==> src/rtl/recur_scheduler.sv <==
// recur_scheduler
//   Sequences fetch -> execute -> write_back for the inexact-recursion search
//   engine. Owns the call-stack pointer (sp) and the current call address
//   (cur_addr), issues state-memory reads, drives the one-hot stage enables,
//   and after every write-back picks the next call: descend into a freshly
//   pushed call, resume the same call, or return to the parent.
//
// Ports
//   clk, rst_n        clock (rising edge), synchronous active-low reset
//   start             1-cycle pulse, root call already at addr 0 (IDLE only)
//   abort             drop back to IDLE next cycle, no done pulse
//   ex_done           execute finished (EXEC only)
//   wb_new_call       write_back pushed a new call (WB only)
//   wb_over           write_back finished the current call (WB only)
//   state_rdata       state word {pos[4:0], parent[ADDR_W-1:0], over}
//   rd_en, rd_addr    state-memory read strobe / address (= cur_addr)
//   en_stage          001 fetch, 010 execute, 100 write_back
//   seq_w_addr        push address for write_back (= sp)
//   cur_addr, sp      current call, next free stack slot
//   busy, done        not-IDLE flag, 1-cycle completion pulse
//   overflow          sticky stack-full flag, cleared by next start
//   call_cnt          calls pushed since start, saturating
module recur_scheduler #(
  parameter int ADDR_W = 12,
  parameter int RD_LAT = 1
) (
  input  logic              clk,
  input  logic              rst_n,
  input  logic              start,
  input  logic              abort,
  input  logic              ex_done,
  input  logic              wb_new_call,
  input  logic              wb_over,
  input  logic [ADDR_W+5:0] state_rdata,
  output logic              rd_en,
  output logic [ADDR_W-1:0] rd_addr,
  output logic [2:0]        en_stage,
  output logic [ADDR_W-1:0] seq_w_addr,
  output logic [ADDR_W-1:0] cur_addr,
  output logic [ADDR_W-1:0] sp,
  output logic              busy,
  output logic              done,
  output logic              overflow,
  output logic [15:0]       call_cnt
);

  typedef enum logic [2:0] {S_IDLE, S_RD, S_WAIT, S_EXEC, S_WB, S_FIN} state_e;

  localparam int CNT_W = (RD_LAT > 1) ? $clog2(RD_LAT) : 1;
  localparam logic [CNT_W-1:0] WAIT_LAST = CNT_W'(RD_LAT - 1);

  state_e            state_q, state_d;
  logic [CNT_W-1:0]  wait_q, wait_d;
  logic [ADDR_W-1:0] parent_q, parent_d;
  logic [ADDR_W-1:0] cur_q, cur_d;
  logic [ADDR_W-1:0] sp_q, sp_d;
  logic [15:0]       cnt_q, cnt_d;
  logic              ovf_q, ovf_d;
  logic              rd_en_q, rd_en_d;
  logic [2:0]        en_q, en_d;
  logic              busy_q, busy_d;
  logic              done_q, done_d;

  // Only the parent field of the state word matters here.
  logic unused_rdata;
  assign unused_rdata = ^{state_rdata[ADDR_W+5:ADDR_W+1], state_rdata[0]};

  always_comb begin
    state_d  = state_q;
    wait_d   = wait_q;
    parent_d = parent_q;
    cur_d    = cur_q;
    sp_d     = sp_q;
    cnt_d    = cnt_q;
    ovf_d    = ovf_q;

    if (abort && state_q != S_IDLE) begin
      state_d = S_IDLE;
    end else begin
      case (state_q)
        S_IDLE: if (start) begin
          state_d = S_RD;
          cur_d   = '0;
          sp_d    = ADDR_W'(1);
          cnt_d   = '0;
          ovf_d   = 1'b0;
        end
        S_RD: begin
          state_d = S_WAIT;
          wait_d  = '0;
        end
        S_WAIT: begin
          if (wait_q == WAIT_LAST) begin
            parent_d = state_rdata[ADDR_W:1];
            state_d  = S_EXEC;
          end else begin
            wait_d = wait_q + 1'b1;
          end
        end
        S_EXEC: if (ex_done) state_d = S_WB;
        S_WB: begin
          state_d = S_RD;
          // over beats new_call: sp is left alone so a simultaneous push is dropped
          if (wb_over) begin
            if (cur_q == '0) state_d = S_FIN;
            else             cur_d   = parent_q;
          end else if (wb_new_call) begin
            // the all-ones slot is reserved, hitting it counts as overflow
            if (&sp_q) begin
              ovf_d   = 1'b1;
              state_d = S_FIN;
            end else begin
              cur_d = sp_q;
              sp_d  = sp_q + 1'b1;
              if (~&cnt_q) cnt_d = cnt_q + 1'b1;
            end
          end
        end
        S_FIN:   state_d = S_IDLE;
        default: state_d = S_IDLE;
      endcase
    end

    // Outputs are decoded from the next state so they register in step with it.
    rd_en_d = (state_d == S_RD);
    busy_d  = (state_d != S_IDLE);
    done_d  = (state_d == S_FIN);
    case (state_d)
      S_RD, S_WAIT: en_d = 3'b001;
      S_EXEC:       en_d = 3'b010;
      S_WB:         en_d = 3'b100;
      default:      en_d = 3'b000;
    endcase
  end

  always_ff @(posedge clk) begin
    if (!rst_n) begin
      state_q  <= S_IDLE;
      wait_q   <= '0;
      parent_q <= '0;
      cur_q    <= '0;
      sp_q     <= '0;
      cnt_q    <= '0;
      ovf_q    <= 1'b0;
      rd_en_q  <= 1'b0;
      en_q     <= '0;
      busy_q   <= 1'b0;
      done_q   <= 1'b0;
    end else begin
      state_q  <= state_d;
      wait_q   <= wait_d;
      parent_q <= parent_d;
      cur_q    <= cur_d;
      sp_q     <= sp_d;
      cnt_q    <= cnt_d;
      ovf_q    <= ovf_d;
      rd_en_q  <= rd_en_d;
      en_q     <= en_d;
      busy_q   <= busy_d;
      done_q   <= done_d;
    end
  end

  assign rd_en      = rd_en_q;
  assign rd_addr    = cur_q;
  assign en_stage   = en_q;
  assign seq_w_addr = sp_q;
  assign cur_addr   = cur_q;
  assign sp         = sp_q;
  assign busy       = busy_q;
  assign done       = done_q;
  assign overflow   = ovf_q;
  assign call_cnt   = cnt_q;

endmodule

==> config.mk <==
export PLATFORM = sky130hd
export DESIGN_NAME = recur_scheduler
export DESIGN_NICKNAME = d
export VERILOG_FILES = /design/src/rtl/recur_scheduler.sv
export SDC_FILE = /design/constraint.sdc
export NUM_CORES = 1
export LEC_CHECK = 0
export ABC_AREA = 0
export CAP_MARGIN = 20
export CORE_MARGIN = 2
export CORE_UTILIZATION = 45
export DETAILED_ROUTE_END_ITERATION = 10
export PLACE_DENSITY = 0.77
export SLEW_MARGIN = 25
export SYNTH_ARGS = -nofsm -noshare
export SYNTH_HDL_FRONTEND = slang
export SYNTH_SLANG_ARGS = --single-unit
==> constraint.sdc <==
create_clock -name clk -period 6.1 [get_ports clk]
set_clock_uncertainty 0.05 [all_clocks]
set_input_delay 0.61 -clock clk [delete_from_list [all_inputs] [get_ports clk]]
set_output_delay 0.61 -clock clk [all_outputs]
set_load 0.02 [all_outputs]
==> results of run 1 <==
synth_stat cells (3+ instances only):
master    count
dfxtp_1      62
nand2_1      57
buf_4        26
o21ai_1      20
nand4_1      18
nor2_1       18
clkbuf_1     16
a21oi_1      14
nand3_1      14
a21boi_0     12
mux2_2       12
o211ai_1      7
or4_1         7
o31ai_1       6
xor2_1        6
nor3_1        5
and2_1        4
and3_1        4
nor4_1        4
or3_1         4
a21boi_1      3
inv_1         3
mux2i_1       3
nand2b_1      3
o21ai_0       3
or2_2         3
worst min path at each step:
stage | end | slack, ns | from | depth (start not counted)
after floorplan | parent_q[1]$_SDFFE_PN0P_ | 0.39 | parent_q[1]$_SDFFE_PN0P_ | 2
after detailed placement | parent_q[11]$_SDFFE_PN0P_ | 0.41 | parent_q[11]$_SDFFE_PN0P_ | 2
after global routing | parent_q[8]$_SDFFE_PN0P_ | 0.43 | parent_q[8]$_SDFFE_PN0P_ | 2
after global placement | parent_q[10]$_SDFFE_PN0P_ | 0.40 | parent_q[10]$_SDFFE_PN0P_ | 2
after CTS | parent_q[6]$_SDFFE_PN0P_ | 0.41 | parent_q[6]$_SDFFE_PN0P_ | 2
final | parent_q[6]$_SDFFE_PN0P_ | 0.41 | parent_q[6]$_SDFFE_PN0P_ | 2
tightest hold or removal path, delay by kind of cell, from the launching register on:
kind | cells | cell delay, ns
DFF | 1 | 0.31
AOI/OAI and AO/OA | 1 | 0.06
and+or+nand+nor | 1 | 0.04
cell type report:
| cell class | count | area share (%) |
|---|---|---|
| clock buffers | 11 | 3.720 |
| clock inverters | 2 | 0.2459 |
| inverters | 3 | 0.2767 |
| multi-input cells | 263 | 39.87 |
| flip-flops and latches | 62 | 30.49 |
| well taps | 96 | 2.951 |
| repair buffers | 92 | 22.44 |
placed cells by master (no fill, tap or decap), types with 4 or more instances in the layout:
cell type and n:
nor4_1 4, mux2_2 12, a21boi_0 12, o31ai_1 6, xor2_1 6, and2_1 4, or4_1 7, nand4_1 18
o21ai_1 20, a21oi_1 14, and3_1 4, clkbuf_8 11, or3_1 4, nor2_1 18, nand2_1 57, nor3_1 5
dfxtp_1 62, nand3_1 14, clkdlybuf4s50_1 89, o211ai_1 7
metal layers:
layer	global-route usage (%)	routed length, um
met1	28.76	3597
met2	32.85	3706
met3	6.503	466
met4	6.713	76
met5	0	0
registers in the layout, indices dropped and copies added, names as in the netlist, 3 cells and up:
register	count
cur_addr	12
en_stage	3
call_cnt	16
state_q	3
parent_q	12
seq_w_addr	12
per-stage QoR:
step,utilization (%),hold slack [ns]
finish,59.91,0.4119
global route,59.91,0.4323
CTS,59.91,0.4146
detailed placement,57.53,0.4061
global placement,57.53,0.3963
floorplan,-,0.3900
where the power goes:
group          leakage, nW  internal (W)  total [W]  switching [W]
registers            0.501      0.000409   0.000413     0.00000406
logic                0.729     0.0000284  0.0000667      0.0000383
clock network       0.0869      0.000161   0.000307       0.000146
total                 1.32      0.000599   0.000787       0.000188
cells by family after synthesis:
family,count (synthesis),share of synthesized area (%)
adders and majority gates,2,0.7938
DFF,62,39.38
buffers and inverters,48,9.131
muxes,15,5.240
and+or+nand+nor,156,25.53
AOI/OAI and AO/OA,82,17.71
xor gates and xnor gates,8,2.223
==> impl_metrics.json, run 1 <==
{
  "status": "finished, final reports clean",
  "finalSetupViolCount": 0,
  "period_minus_slack_ns": 3.034,
  "reg2reg_depth": 7,
  "initial_core_util_pct": 46.39,
  "path_cells": "clkdlybuf4s50_1 -> nor2b_1 -> o31a_1 -> o21ai_1 -> buf_4 -> or4_1 -> a21oi_1",
  "path_clk_slew_ns": 0.06,
  "die-height_um": 87.69,
  "multi_input_area_sq_um": 1623,
  "reg2reg_slack_ns": 3.39,
  "r2r_end": "call_cnt[14]$_SDFFE_PN0P_",
  "finalWeightedCongestion": 0.8501,
  "cp-endpoint": "call_cnt[3]$_SDFFE_PN0P_",
  "yosysTopAreaCellShare_pct": 39.38,
  "reg2reg_from": "seq_w_addr[0]$_SDFFE_PN0P_",
  "tightest_slew_ns": 0.8208,
  "synth.distinct_cells": 56,
  "coreArea_sq_um": 6794,
  "dieArea_sq_um": 7690,
  "antenna_left": 0,
  "syn_nets": 400,
  "postCtsHoldBufs": 0,
  "clock_latency_ns": 0.34,
  "slowest_delay_ns": 0.74,
  "worst-path-buf-inv": 2,
  "hpwl_um": 5464,
  "rsz0062_at_grt": "no",
  "slew_headroom_pct": 45.08,
  "maxSlewViolCount": 0,
  "viasPerCell": 5.491,
  "grt_pass1_wl_um": 12710,
  "ys_ff_latch": 62,
  "rows": 30,
  "synthTopCellsByArea": "dfxtp_1, nand2_1, buf_4",
  "grt_use_total_pct": 21.34,
  "ctsResizeCount": 0,
  "antenna_found_initial": 0,
  "drc": 0,
  "grt_pass1_vias": 2588,
  "max-vdd-ir-drop_v": 0.0001086,
  "setup_tns_ns": 0,
  "cts_tree": "built",
  "layout_setup_ws_ns": 3.066,
  "fin_nets": 458,
  "final-hold-violation-count": 0,
  "dp_slack_ns": 2.741,
  "grt-ovfl-total": 0,
  "cp-start-kind": "input pin",
  "powerDensity_nw_per_um2": 193.4,
  "startpoint": "wb_over",
  "maxCapViolCount": 0,
  "cp_top_family": "buffers and inverters",
  "hp-class": "reg2reg",
  "io_buffers": 89,
  "regArea_sq_um": 1241,
  "cts_sinks": 62,
  "dpl_cell_area_sq_um": 3909,
  "synthArstFlopShare_pct": 0,
  "numCtsBuffers": 9,
  "cp_slowest_cell": "clkdlybuf4s50_1",
  "total_power_w": 0.0007871,
  "fin_crit_sh_pct": 49.74,
  "path_max_fanout": 15,
  "dr.pass1.iters": 4,
  "worst-path-stages": 7,
  "synth_area_sq_um": 3152,
  "worstPathArrival_ns": 3.24,
  "ys.flop_type": "dfxtp_1",
  "clockBufferDepth": 2,
  "n_fill_cell": 642,
  "dr.first_iter.drc_count": 172,
  "cts_max_level": 3,
  "syn_to_final_growth_pct": 29.14,
  "fp.dieW_um": 87.69,
  "required_ns": 6.30,
  "synth_edf_count": 0,
  "drive_above_1_share_pct": 9.007,
  "end_kind": "flop",
  "path_class": "in2reg",
  "syn_avg_cell_area_sq_um": 8.450,
  "post-cts-setup-buffers": 0,
  "num_antenna_cells": 0,
  "clockRootBuffer": "clkbuf_8",
  "ys_warn_count": 0,
  "yosys.area.top_type": "dfxtp_1",
  "syn_inst": 373,
  "wl_per_cell_um": 14.83,
  "power_leakage_nw": 1.317,
  "postLayoutCellArea_sq_um": 4070,
  "routed_wl_um": 7847,
  "grt_max_degree": 50,
  "vias": 2905,
  "seq_area_frac_synth_pct": 39.38,
  "io_pins": 96,
  "fmaxAchievable_mhz": 329.6,
  "fin_cells": 529,
  "dp.cells": 516
}
No activity file was read; power rests on OpenSTA's default activity.
==> inputs of run 2 (changes only) <==
clock period = 2.95 ns   (was 6.1 ns; I/O delays follow)
==> impl_metrics.json, run 2 (synthesis results as in run 1) <==
{
  "dr.first_iter.drc_count": 204,
  "required_ns": 3.16,
  "die-height_um": 87.69,
  "max-vdd-ir-drop_v": 0.0002344,
  "rows": 30,
  "reg2reg_depth": 5,
  "post-cts-setup-buffers": 0,
  "finalSetupViolCount": 0,
  "path_class": "reg2reg",
  "hold_end": "parent_q[4]$_SDFFE_PN0P_",
  "largest_reg_flops": 16,
  "dieArea_sq_um": 7690,
  "fin_nets": 465,
  "reg2reg_from": "seq_w_addr[2]$_SDFFE_PN0P_",
  "grt_pass1_vias": 2669,
  "powerDensity_nw_per_um2": 422.6,
  "drive_above_1_share_pct": 10.61,
  "dr.pass1.iters": 6,
  "wl_per_cell_um": 14.85,
  "ctsResizeCount": 0,
  "fin_cells": 539,
  "maxCapViolCount": 0,
  "status": "finished, final reports clean",
  "syn_to_final_growth_pct": 32.08,
  "postCtsHoldBufs": 0,
  "io_pins": 96,
  "n_fill_cell": 615,
  "cp-start-kind": "flop",
  "routed_wl_um": 8004,
  "reg2reg_slack_ns": 0.65,
  "dpl_cell_area_sq_um": 3961,
  "antenna_left": 0,
  "antenna_found_initial": 0,
  "setup_tns_ns": 0,
  "clockBufferDepth": 2,
  "worstHoldStart": "parent_q[4]$_SDFFE_PN0P_",
  "min_path_cells": 2,
  "viasPerCell": 5.536,
  "cts_tree": "built",
  "end_kind": "flop",
  "initial_core_util_pct": 46.39,
  "hpwl_um": 5658,
  "clock_latency_ns": 0.34,
  "drc": 0,
  "final-hold-violation-count": 0,
  "cts_max_level": 3,
  "dp.cells": 523,
  "hp-class": "reg2reg",
  "fmaxAchievable_mhz": 435.3,
  "rsz0062_at_grt": "no",
  "tightest_slew_ns": 0.8020,
  "mostFrequentLayoutCell": "clkdlybuf4s50_1",
  "grt_use_total_pct": 21.66,
  "postLayoutCellArea_sq_um": 4163,
  "grt_max_degree": 39,
  "slew_headroom_pct": 46.53,
  "path_max_fanout": 8,
  "period_minus_slack_ns": 2.297,
  "num_antenna_cells": 0,
  "final_cell_mix": "clkdlybuf4s50_1, dfxtp_1, nand2_1",
  "path_clk_slew_ns": 0.07,
  "numCtsBuffers": 9,
  "grt_pass1_wl_um": 12990,
  "coreArea_sq_um": 6794,
  "maxSlewViolCount": 0,
  "clockRootBuffer": "clkbuf_8",
  "finalWeightedCongestion": 0.8587,
  "r2r_end": "call_cnt[2]$_SDFFE_PN0P_",
  "vias": 2984,
  "total_power_w": 0.001759,
  "worstPathArrival_ns": 2.51,
  "power_leakage_nw": 1.364,
  "fin_crit_sh_pct": 77.87,
  "io_buffers": 89,
  "layout_setup_ws_ns": 0.6529,
  "fp.dieW_um": 87.69,
  "dp_slack_ns": 0.5134,
  "cts_sinks": 62,
  "grt-ovfl-total": 0
}
[run 2: cell type report]
cell class	instances	area [sq um]	share of cell area [%]
sequential	62	1241	29.82
tap	96	120.1	2.885
clock inverter	3	42.54	1.022
clock buffer	13	158.9	3.817
multi-input combinational	263	1623	38.98
timing repair buffer	99	965.9	23.20
inverter	3	11.26	0.2705
[run 2: power breakdown]
| group | internal, W | switching (W) | total [W] |
|---|---|---|---|
| sequential | 0.000845 | 0.00000531 | 0.000851 |
| clock | 0.000436 | 0.000326 | 0.000761 |
| combinational | 0.0000640 | 0.0000833 | 0.000147 |
| total | 0.00135 | 0.000414 | 0.00176 |
[run 2: metrics by stage]
step	hold WS, ns	util [%]
2_1_floorplan	0.3899	-
3_5_place_dp	0.4031	58.31
4_1_cts	0.4118	61.27
6_report	0.4117	61.27
3_3_place_gp	0.3958	58.31
5_1_grt	0.4439	61.27
[run 2: worst max path at each step]
stage / slack [ns] / startpoint / endpoint / cells past startpoint
6_report: 0.65 / seq_w_addr[2]$_SDFFE_PN0P_ / call_cnt[2]$_SDFFE_PN0P_ / 5
5_1_grt: 0.52 / seq_w_addr[2]$_SDFFE_PN0P_ / call_cnt[2]$_SDFFE_PN0P_ / 5
4_1_cts: 0.72 / state_q[2]$_SDFF_PN0_ / call_cnt[2]$_SDFFE_PN0P_ / 5
3_5_place_dp: 0.51 / wb_new_call / call_cnt[3]$_SDFFE_PN0P_ / 7
3_3_place_gp: 0.57 / wb_new_call / call_cnt[15]$_SDFFE_PN0P_ / 7
2_1_floorplan: 0.73 / seq_w_addr[0]$_SDFFE_PN0P_ / call_cnt[4]$_SDFFE_PN0P_ / 8
[run 2: routing by layer]
layer  GRT usage, %  vias up  part of all wire (%)
met4          5.035        0                   1.1
met3          6.692        7                   5.8
met1          29.67     1408                    46
met2          33.54      112                    47
met5              0        -                     0
li1               -     1457                     -
[run 2: critical path, stage by stage (launching register included)]
cell and delay [ns]:
dfxtp_1 0.51, nand4_1 0.31, o31ai_1 0.60, a21oi_1 0.34, nand3_1 0.21, mux2i_1 0.19
